File: src/rtl/can_tx_bitstuff_if.sv
// Bit-serial handshake between the MAC FSM (master) and the CAN transmit bit engine (slave).
interface can_tx_bitstuff_if;
    logic tx_valid;
    logic tx_bit;
    logic tx_ack;

    modport master (output tx_valid, output tx_bit, input tx_ack);
    modport slave  (input tx_valid, input tx_bit, output tx_ack);
endinterface

File: src/rtl/can_tx_bitstuff.sv
// CAN transmit bit engine: drives tx at each sendpoint, inserts stuff bits, monitors the bus.
// Define CAN_TX_BITMON_EN to build the smplpoint bit-error / arbitration-loss monitor.
module can_tx_bitstuff #(
    parameter int STUFF_LIMIT = 5
) (
    input  logic                     clock,
    input  logic                     reset,
    input  logic                     prescale_en,
    input  logic                     sendpoint,
    input  logic                     smplpoint,
    input  logic                     smpldbit,
    input  logic                     stuff_en,
    input  logic                     arb_field,
    input  logic                     abort,
    can_tx_bitstuff_if.slave         mac_if,
    output logic                     tx,
    output logic                     stuff_active,
    output logic                     bit_err,
    output logic                     arb_lost,
    output logic [1:0]               txst
);

    typedef enum logic [1:0] {
        IDLE  = 2'd0,
        DRIVE = 2'd1,
        STUFF = 2'd2
    } tx_state_t;

    localparam logic [2:0] LIMIT = 3'(STUFF_LIMIT);

    tx_state_t  state;
    logic [2:0] run_cnt;
    logic       last_bit;
    logic       tx_ack_q;

    assign mac_if.tx_ack = tx_ack_q;
    assign txst          = state;

`ifndef CAN_TX_BITMON_EN
    logic unused_mon;
    assign unused_mon = ^{smplpoint, smpldbit, arb_field};
    assign bit_err    = 1'b0;
    assign arb_lost   = 1'b0;
`endif

    // sendpoint work beats monitoring; a stuff bit leaves the MAC's pending bit un-acked
    always_ff @(posedge clock or negedge reset) begin
        if (!reset) begin
            state        <= IDLE;
            tx           <= 1'b1;
            run_cnt      <= 3'd0;
            last_bit     <= 1'b1;
            stuff_active <= 1'b0;
            tx_ack_q     <= 1'b0;
`ifdef CAN_TX_BITMON_EN
            bit_err      <= 1'b0;
            arb_lost     <= 1'b0;
`endif
        end else if (prescale_en) begin
            tx_ack_q <= 1'b0;
`ifdef CAN_TX_BITMON_EN
            bit_err  <= 1'b0;
            arb_lost <= 1'b0;
`endif
            if (abort) begin
                state        <= IDLE;
                tx           <= 1'b1;
                run_cnt      <= 3'd0;
                stuff_active <= 1'b0;
            end else if (sendpoint) begin
                if (stuff_en && (run_cnt == LIMIT)) begin
                    state        <= STUFF;
                    tx           <= ~last_bit;
                    last_bit     <= ~last_bit;
                    run_cnt      <= 3'd1;
                    stuff_active <= 1'b1;
                end else if (mac_if.tx_valid) begin
                    state        <= DRIVE;
                    tx           <= mac_if.tx_bit;
                    tx_ack_q     <= 1'b1;
                    stuff_active <= 1'b0;
                    if (stuff_en) begin
                        if (mac_if.tx_bit == last_bit) begin
                            run_cnt <= (run_cnt == LIMIT) ? run_cnt : run_cnt + 3'd1;
                        end else begin
                            run_cnt <= 3'd1;
                        end
                        last_bit <= mac_if.tx_bit;
                    end
                end else begin
                    state        <= IDLE;
                    tx           <= 1'b1;
                    stuff_active <= 1'b0;
                end
            end
`ifdef CAN_TX_BITMON_EN
            else if (smplpoint && (state != IDLE) && (smpldbit != tx)) begin
                if (tx && arb_field && (state == DRIVE)) begin
                    arb_lost     <= 1'b1;
                    state        <= IDLE;
                    tx           <= 1'b1;
                    stuff_active <= 1'b0;
                end else begin
                    bit_err <= 1'b1;
                end
            end
`endif
            if (!stuff_en) begin
                run_cnt  <= 3'd0;
                last_bit <= 1'b1;
            end
        end
    end

endmodule
File: src/flat_wrapper.sv
// flat-port wrapper written by rule: the top's interface ports become plain ports
module can_tx_bitstuff_flat 
#(
    parameter int STUFF_LIMIT = 5
)
  (clock, reset, prescale_en, sendpoint, smplpoint, smpldbit, stuff_en, arb_field, abort, tx, stuff_active, bit_err, arb_lost, txst, mac_if_tx_valid, mac_if_tx_bit, mac_if_tx_ack);
  can_tx_bitstuff_if mac_if_i ();
  input  logic clock;
  input  logic reset;
  input  logic prescale_en;
  input  logic sendpoint;
  input  logic smplpoint;
  input  logic smpldbit;
  input  logic stuff_en;
  input  logic arb_field;
  input  logic abort;
  output logic tx;
  output logic stuff_active;
  output logic bit_err;
  output logic arb_lost;
  output logic [1:0] txst;
  input wire logic [$bits(mac_if_i.tx_valid)-1:0] mac_if_tx_valid;
  input wire logic [$bits(mac_if_i.tx_bit)-1:0] mac_if_tx_bit;
  output wire logic [$bits(mac_if_i.tx_ack)-1:0] mac_if_tx_ack;
  assign mac_if_i.tx_valid = mac_if_tx_valid;
  assign mac_if_i.tx_bit = mac_if_tx_bit;
  assign mac_if_tx_ack = mac_if_i.tx_ack;
  can_tx_bitstuff #(.STUFF_LIMIT(STUFF_LIMIT)) u_core (.clock(clock), .reset(reset), .prescale_en(prescale_en), .sendpoint(sendpoint), .smplpoint(smplpoint), .smpldbit(smpldbit), .stuff_en(stuff_en), .arb_field(arb_field), .abort(abort), .mac_if(mac_if_i), .tx(tx), .stuff_active(stuff_active), .bit_err(bit_err), .arb_lost(arb_lost), .txst(txst));
endmodule
File: config.mk
export PLATFORM = sky130hd
export DESIGN_NAME = can_tx_bitstuff_flat
export DESIGN_NICKNAME = d
export VERILOG_FILES = /design/src/rtl/can_tx_bitstuff_if.sv /design/src/rtl/can_tx_bitstuff.sv /design/src/flat_wrapper.sv
export SDC_FILE = /design/constraint.sdc
export NUM_CORES = 1
export LEC_CHECK = 0
export ABC_AREA = 1
export BUFFER_PORTS_ARGS = -buffer_cell sky130_fd_sc_hd__buf_2
export CAP_MARGIN = 30
export CORE_MARGIN = 5
export CORE_UTILIZATION = 35
export CTS_CLUSTER_DIAMETER = 100
export DETAILED_ROUTE_END_ITERATION = 12
export PLACE_DENSITY = 0.62
export RECOVER_POWER = 50
export SKIP_LAST_GASP = 1
export SLEW_MARGIN = 20
export SYNTH_ARGS = -nofsm -noshare
export SYNTH_HDL_FRONTEND = slang
export SYNTH_SLANG_ARGS = --single-unit
File: constraint.sdc
create_clock -name clock -period 1.34 [get_ports clock]
set_clock_uncertainty 0.15 [all_clocks]
set_input_delay 0.268 -clock clock [delete_from_list [all_inputs] [get_ports clock]]
set_output_delay 0.268 -clock clock [all_outputs]
set_load 0.005 [all_outputs]
==> results by group, run 1 <==
Pwr
  – Clk pwr share: 33.4%
  – Pleak: 0.000359 uW
  – Logic pwr share: between 20% and 30%
  – Internal: 420 uW
  – Sequential Power Share: between 40 and 50%
  – Power Density: 890 nW/um^2
  – P_sw: 181 uW
  – Switching Fraction: 30.1%
  – Worst vdd ir: approximately 0.00052 V

Routing
  – WL per Instance: 11.5 um
  – Pre-antenna DRT Iters: 3
  – Vias: 483
  – Initial DRC count: 3
  – DR vias/cell: 4.69
  – Remaining DRCs: 0
  – Routed Antenna Nets: 0
  – Total routed wirelength: 1190 um

Die
  – Ports: 18
  – Die width: 49.0 um
  – FP Rows: 14
  – Core Area: between 1000 and 1500 um^2
  – Die footprint: between 2000 and 2500 um^2
  – Die H: between 40 and 50 um
  – Starting Density: 36.1%

Global route
  – First-pass GRT wire length: 1950 um
  – Grt ovf: 0
  – Initial antenna violation count: 0
  – Pin count of the biggest net entering global routing: 10
  – Gr usage total: 10.9%
  – Vias in the first global route: 459

STA
  – Final Hold Viols: 0
  – Fin crit period: 1310 ps
  – RSZ-0062 raised after global routing: yes
  – Fmax: 764 MHz
  – Fin crit share: 97.7%
  – Final setup vio count: 0
  – Hold_ws: 113 ps
  – Fin. max-slew vios: 0
  – Setup TNS: 0 ps

Critical path
  – Worst EP arrival: 890 ps
  – Crit-path slowest cell: dfstp_2
  – CP cell instances: buf_2
  – CP Max Fanout: 2
  – Crit path launch type: flip-flop
  – Worst Path Class, Setup: flip-flop to output port
  – Crit path capture type: output port
  – CP peak stage delay: around 530 ps
  – WP buf/inv: 1
  – Cell family with most CP delay: flip-flops
  – Critical Path RT: 920 ps

Logic synthesis
  – Synthesized area: 532 um^2
  – Sequential fraction of the synthesis area: 38.1%
  – Yosys cell types: 22
  – Yosys warning count: 0
  – Cells after Synth: 69
  – Syn Area/Cell: 7.71 um^2
  – Flops & latches, synth: 8

Clocking
  – Cts bufs inserted: 3
  – Htree depth: 1
  – Clock Pin Slew Worst Setup and Hold Paths: 60 ps
  – CTS tree: yes
  – Sink Count: 8
  – Root Buffer: clkbuf_4
  – Worst-Skew Late Latency: 260 ps
  – Setup Buffers After CTS: 0
  – CTS Buffer Depth: 2

Layout
  – Commonest non-fill, non-tap cell in the layout: nand2_1
  – Fin util: 45.9%
  – Final Non-Filler Cells: 103
  – Area Overhead vs Synth: 27.1%
  – Diode count: 0
  – Commonest cells after routing, fill and taps aside: nand2_1, buf_2, inv_1
  – Design area: between 600 and 700 um^2
  – Nets: 102
  – Layout cells sized above 1: 36.8%

Run
  – # Max-Cap Violations: 0

Place
  – Dpl hpwl: 870 um
  – IO Port Bufs: 12
  – Inst Count DP: 98
  – DP Area: 616 um^2
  – Final Wtd Congestion: 0.772

Min path
  – Worst hold path class: input pin to flip-flop

Run status
  – Status: complete, no violations
## worst paths after layout
check,from,end,slack [ps],cells after the start
worst min register to register,u_core.txst[0],u_core.txst[0],320,2
min in group asynchronous,reset,u_core.run_cnt[2],310,2
worst max register to register,u_core.run_cnt[0],u_core.run_cnt[2],70,7
worst max-delay path,u_core.tx,tx,30,1
max in group asynchronous,reset,u_core.tx,390,2
worst min-delay path,prescale_en,u_core.mac_if.tx_ack,110,2
## Yosys cell counts
cell     count  area (um^2)
inv_2        2         7.51
nand2_2      1         6.26
ha_1         2         25.0
nand3_2      1         10.0
nand3_1      5         25.0
nor2_4       1         11.3
dfstp_2      2         52.6
o21ai_2      1         8.76
dfrtp_1      6          150
buf_4        3         22.5
inv_1        9         33.8
o21ai_1      2         10.0
nor2_1       1         3.75
nand2_1     22         82.6
o21a_1       1         7.51
conb_1       1         3.75
nand4_1      2         12.5
o21ai_0      3         15.0
nand3_4      1         17.5
nand2_4      1         11.3
xnor2_1      1         8.76
nor2_2       1         6.26
## sequential cells by signal (all words and copies together) (netlist names)
name,cells
u_core.tx,1
u_core.run_cnt,3
u_core.mac_if.tx_ack,1
u_core.txst,1
u_core.stuff_active,1
u_core.last_bit,1
## per-stage QoR
| stage | setup WS, ps | total power (uW) |
|---|---|---|
| 5_1_grt | -12.2 | 643 |
| 3_5_place_dp | 3.17 | 389 |
| 6_report | 31.0 | 601 |
| 4_1_cts | 1.02 | 597 |
| 2_1_floorplan | 46.1 | 343 |
| 3_3_place_gp | 30.8 | 385 |
## routing by layer
| layer | global-route usage [%] | up-vias | part of all wire [%] |
|---|---|---|---|
| li1 | - | 250 | - |
| met4 | 9.42 | 0 | 3.4 |
| met1 | 12.7 | 220 | 42 |
| met2 | 16.1 | 9 | 50 |
| met5 | 0 | - | 0 |
| met3 | 3.06 | 4 | 3.8 |
## power by group through the flow
stage          registers, uW  clock network (uW)  logic [uW]
6_report                 269                 201         131
5_1_grt                  272                 222         149
4_1_cts                  267                 206         123
3_5_place_dp             271                   0         118
3_3_place_gp             271                   0         114
2_1_floorplan            273                   0        70.2
## cell families after synthesis
group           Yosys count  share of synthesized area (%)
compound gates            7                           7.76
xor+xnor                  1                           1.65
flops                     8                           38.1
buf+inv                  14                           12.0
fa+ha+maj                 2                           4.71
other cells               1                          0.705
simple gates             36                           35.1
## area by class of cell
type | instances | area, um^2
well taps | 16 | 20.0
inverters | 11 | 41.3
flip-flops and latches | 8 | 203
fillers | 177 | 796
multi-input cells | 49 | 294
repair buffers | 16 | 95.1
clock buffers | 3 | 22.5
## what timing repair did
action	4_1_cts	5_1_grt
endpoints found under the hold margin	8	0
cloned	0	1
resized for setup	1	4
hold buffers	1	0
pin swaps	0	2
endpoints found under the setup margin	4	6
Power figures use the tool's default switching activity.
==> run 2, diff against run 1 <==
- clock period: 1.34 -> 1.1 ns (I/O delays scaled with it)
==> run 2 against run 1 <==
The run now ends with setup timing left. Combinational power rose by 21%. Routed wire length fell by 2.9%. Sequential cell count did not move. Global-route usage fell by 0.40 points. Register-to-register slack got worse by 250 ps. Hold slack got worse by 64 ps. Non-clock buffer count rose by 2. Cell count rose by 2.9%.
==> results by group, run 2 (synthesized netlist as in run 1, its figures left out) <==
Pwr
  – Power Density: 1050 nW/um^2 (was 890 nW/um^2)
  – Worst vdd ir: 0.000542 V (was 0.000520 V)
  – Pleak: 0.000372 uW (was 0.000359 uW)

Routing
  – Remaining DRCs: 0 (unchanged)
  – WL per Instance: 10.9 um (was 11.5 um)
  – DR vias/cell: 4.49 (was 4.69)
  – Pre-antenna DRT Iters: 3 (unchanged)
  – Vias: 476 (was 483)
  – Initial DRC count: 3 (unchanged)
  – Total routed wirelength: 1150 um (was 1190 um)
  – Routed Antenna Nets: 0 (unchanged)

Critical path
  – Crit path capture type: flip-flop (was output port)
  – R2R Path Start: u_core.run_cnt[0] (unchanged)
  – Crit path launch type: flip-flop (unchanged)
  – Worst EP arrival: 1280 ps (was 890 ps)
  – Reg2reg setup slack: -180 ps (was 70 ps)
  – CP Max Fanout: 6 (was 2)
  – Worst flop-to-flop path endpoint: u_core.run_cnt[2] (unchanged)
  – R2R cell count: 7 (unchanged)
  – Worst Path Class, Setup: flip-flop to flip-flop (was flip-flop to output port)
  – Critical Path RT: 1110 ps (was 920 ps)

Min path
  – Hold_sp: prescale_en (unchanged)
  – Worst hold path class: input pin to flip-flop (unchanged)
  – Worst Hold End: u_core.mac_if.tx_ack (unchanged)
  – Hold Path Cell Cnt: 2 (unchanged)

Die
  – Starting Density: 36.1% (unchanged)
  – FP Rows: 14 (unchanged)
  – Die width: 49.0 um (unchanged)
  – Ports: 18 (unchanged)
  – Die H: 49.0 um (unchanged)
  – Die footprint: 2400 um^2 (unchanged)
  – Core Area: 1470 um^2 (unchanged)

Global route
  – Initial antenna violation count: 0 (unchanged)
  – Grt ovf: 0 (unchanged)
  – First-pass GRT wire length: 1990 um (was 1950 um)
  – Vias in the first global route: 453 (was 459)
  – Pin count of the biggest net entering global routing: 9 (was 10)
  – Gr usage total: 10.5% (was 10.9%)

STA
  – Final setup margin: -177 ps (was 31.0 ps)
  – Fmax: 783 MHz
  – Fin crit period: 1280 ps
  – Fin. max-slew vios: 0 (unchanged)
  – Final setup vio count: 12 (was 0)
  – RSZ-0062 raised after global routing: yes (unchanged)
  – Final Hold Viols: 0 (unchanged)
  – Fin crit share: 116%

Layout
  – Layout cells sized above 1: 38.9% (was 36.8%)
  – Diode count: 0 (unchanged)
  – Fin util: 47.7% (was 45.9%)
  – Commonest non-fill, non-tap cell in the layout: nand2_1 (unchanged)
  – Commonest cells after routing, fill and taps aside: nand2_1, buf_2, inv_1 (unchanged)
  – Top reg by flops: u_core.run_cnt (unchanged)
  – Nets: 104 (was 102)
  – Area Overhead vs Synth: 32.0% (was 27.1%)
  – Max FFs per register: 3 (unchanged)

Clocking
  – CTS Buffer Depth: 2 (unchanged)
  – Htree depth: 1 (unchanged)
  – Cts bufs inserted: 3 (unchanged)
  – Clock Pin Slew Worst Setup and Hold Paths: 60 ps (about the same)
  – Worst-Skew Late Latency: 260 ps (about the same)
  – Root Buffer: clkbuf_4 (unchanged)
  – Sink Count: 8 (unchanged)
  – CTS tree: yes (unchanged)

Run
  – # Max-Cap Violations: 0 (unchanged)

Place
  – Dpl hpwl: 866 um (was 870 um)
  – Final Wtd Congestion: 0.787 (was 0.772)
  – IO Port Bufs: 12 (unchanged)
  – Post-place setup slack: -202 ps (was 3.17 ps)

Run status
  – Status: finished with violations (was complete, no violations)
  – Failing checks: setup timing
run 2: cell count changes in the layout (fill, tap and decap cells not counted):
cell / change
buf_4: +3
buf_6: -1
clkbuf_1: +1
dfrtp_1: -1
dfrtp_2: +1
ha_1: +1
ha_2: -1
nand3_1: -1
nand3_4: +1
o21ai_0: -3
o21ai_1: +3
run 2: final cells by class:
cell class                      instances  area [um^2]
Fill cell                             151          769
Inverter                               11         41.3
Multi-Input combinational cell         49          304
Tap cell                               16         20.0
Timing Repair Buffer                   18          106
Sequential cell                         8          204
Clock buffer                            4         26.3
run 2: worst max path at each step:
stage	slack (ps)	endpoint	depth (start not counted)	start
6_report	-180	u_core.run_cnt[2]	7	u_core.run_cnt[0]
5_1_grt	-240	u_core.run_cnt[2]	6	u_core.run_cnt[1]
4_1_cts	-180	u_core.run_cnt[2]	7	u_core.run_cnt[0]
3_5_place_dp	-200	u_core.run_cnt[1]	7	u_core.run_cnt[1]
3_3_place_gp	-190	u_core.last_bit	6	u_core.run_cnt[1]
2_1_floorplan	-140	u_core.last_bit	6	u_core.run_cnt[1]
run 2: repair_timing:
action,4_1_cts,5_1_grt
pin swaps,0,5
buffers inserted,0,1
endpoints found under the hold margin,8,0
resized for setup,2,5
setup endpoints to repair,13,13
hold buffers,1,0
gates cloned,1,0
run 2: worst max-delay path, stage by stage (launching register included):
cell	delay, ps
dfrtp_2	440
ha_4	190
nand3_4	90
nand3_4	80
nand2_4	100
inv_2	30
nand2_1	50
nand2_1	40
run 2: metrics by stage:
stage          std cells  cell area, um^2  setup TNS, ps  total power [uW]  hold WS, ps
3_5_place_dp          99              626          -1230               477        -69.7
4_1_cts              105              682          -1360               754         61.3
3_3_place_gp          99              626          -1120               472        -72.2
6_report             106              702          -1230               738         48.6
2_1_floorplan         70              538           -719               419         -226
5_1_grt              106              702          -2020               799         37.6
run 2: power breakdown:
group	leakage [uW]	total (uW)	internal (uW)	switching (uW)
Sequential	0.000101	330	317	13.0
Clock	0.0000150	249	139	109
Combinational	0.000255	159	68.7	90.8
run 2: per-layer routing:
layer	global-route usage (%)	vias up	routed length [um]
met4	2.69	0	0
met2	16.1	8	593
met3	4.89	0	48
met1	13.2	212	511
met5	0	-	0
li1	-	256	-
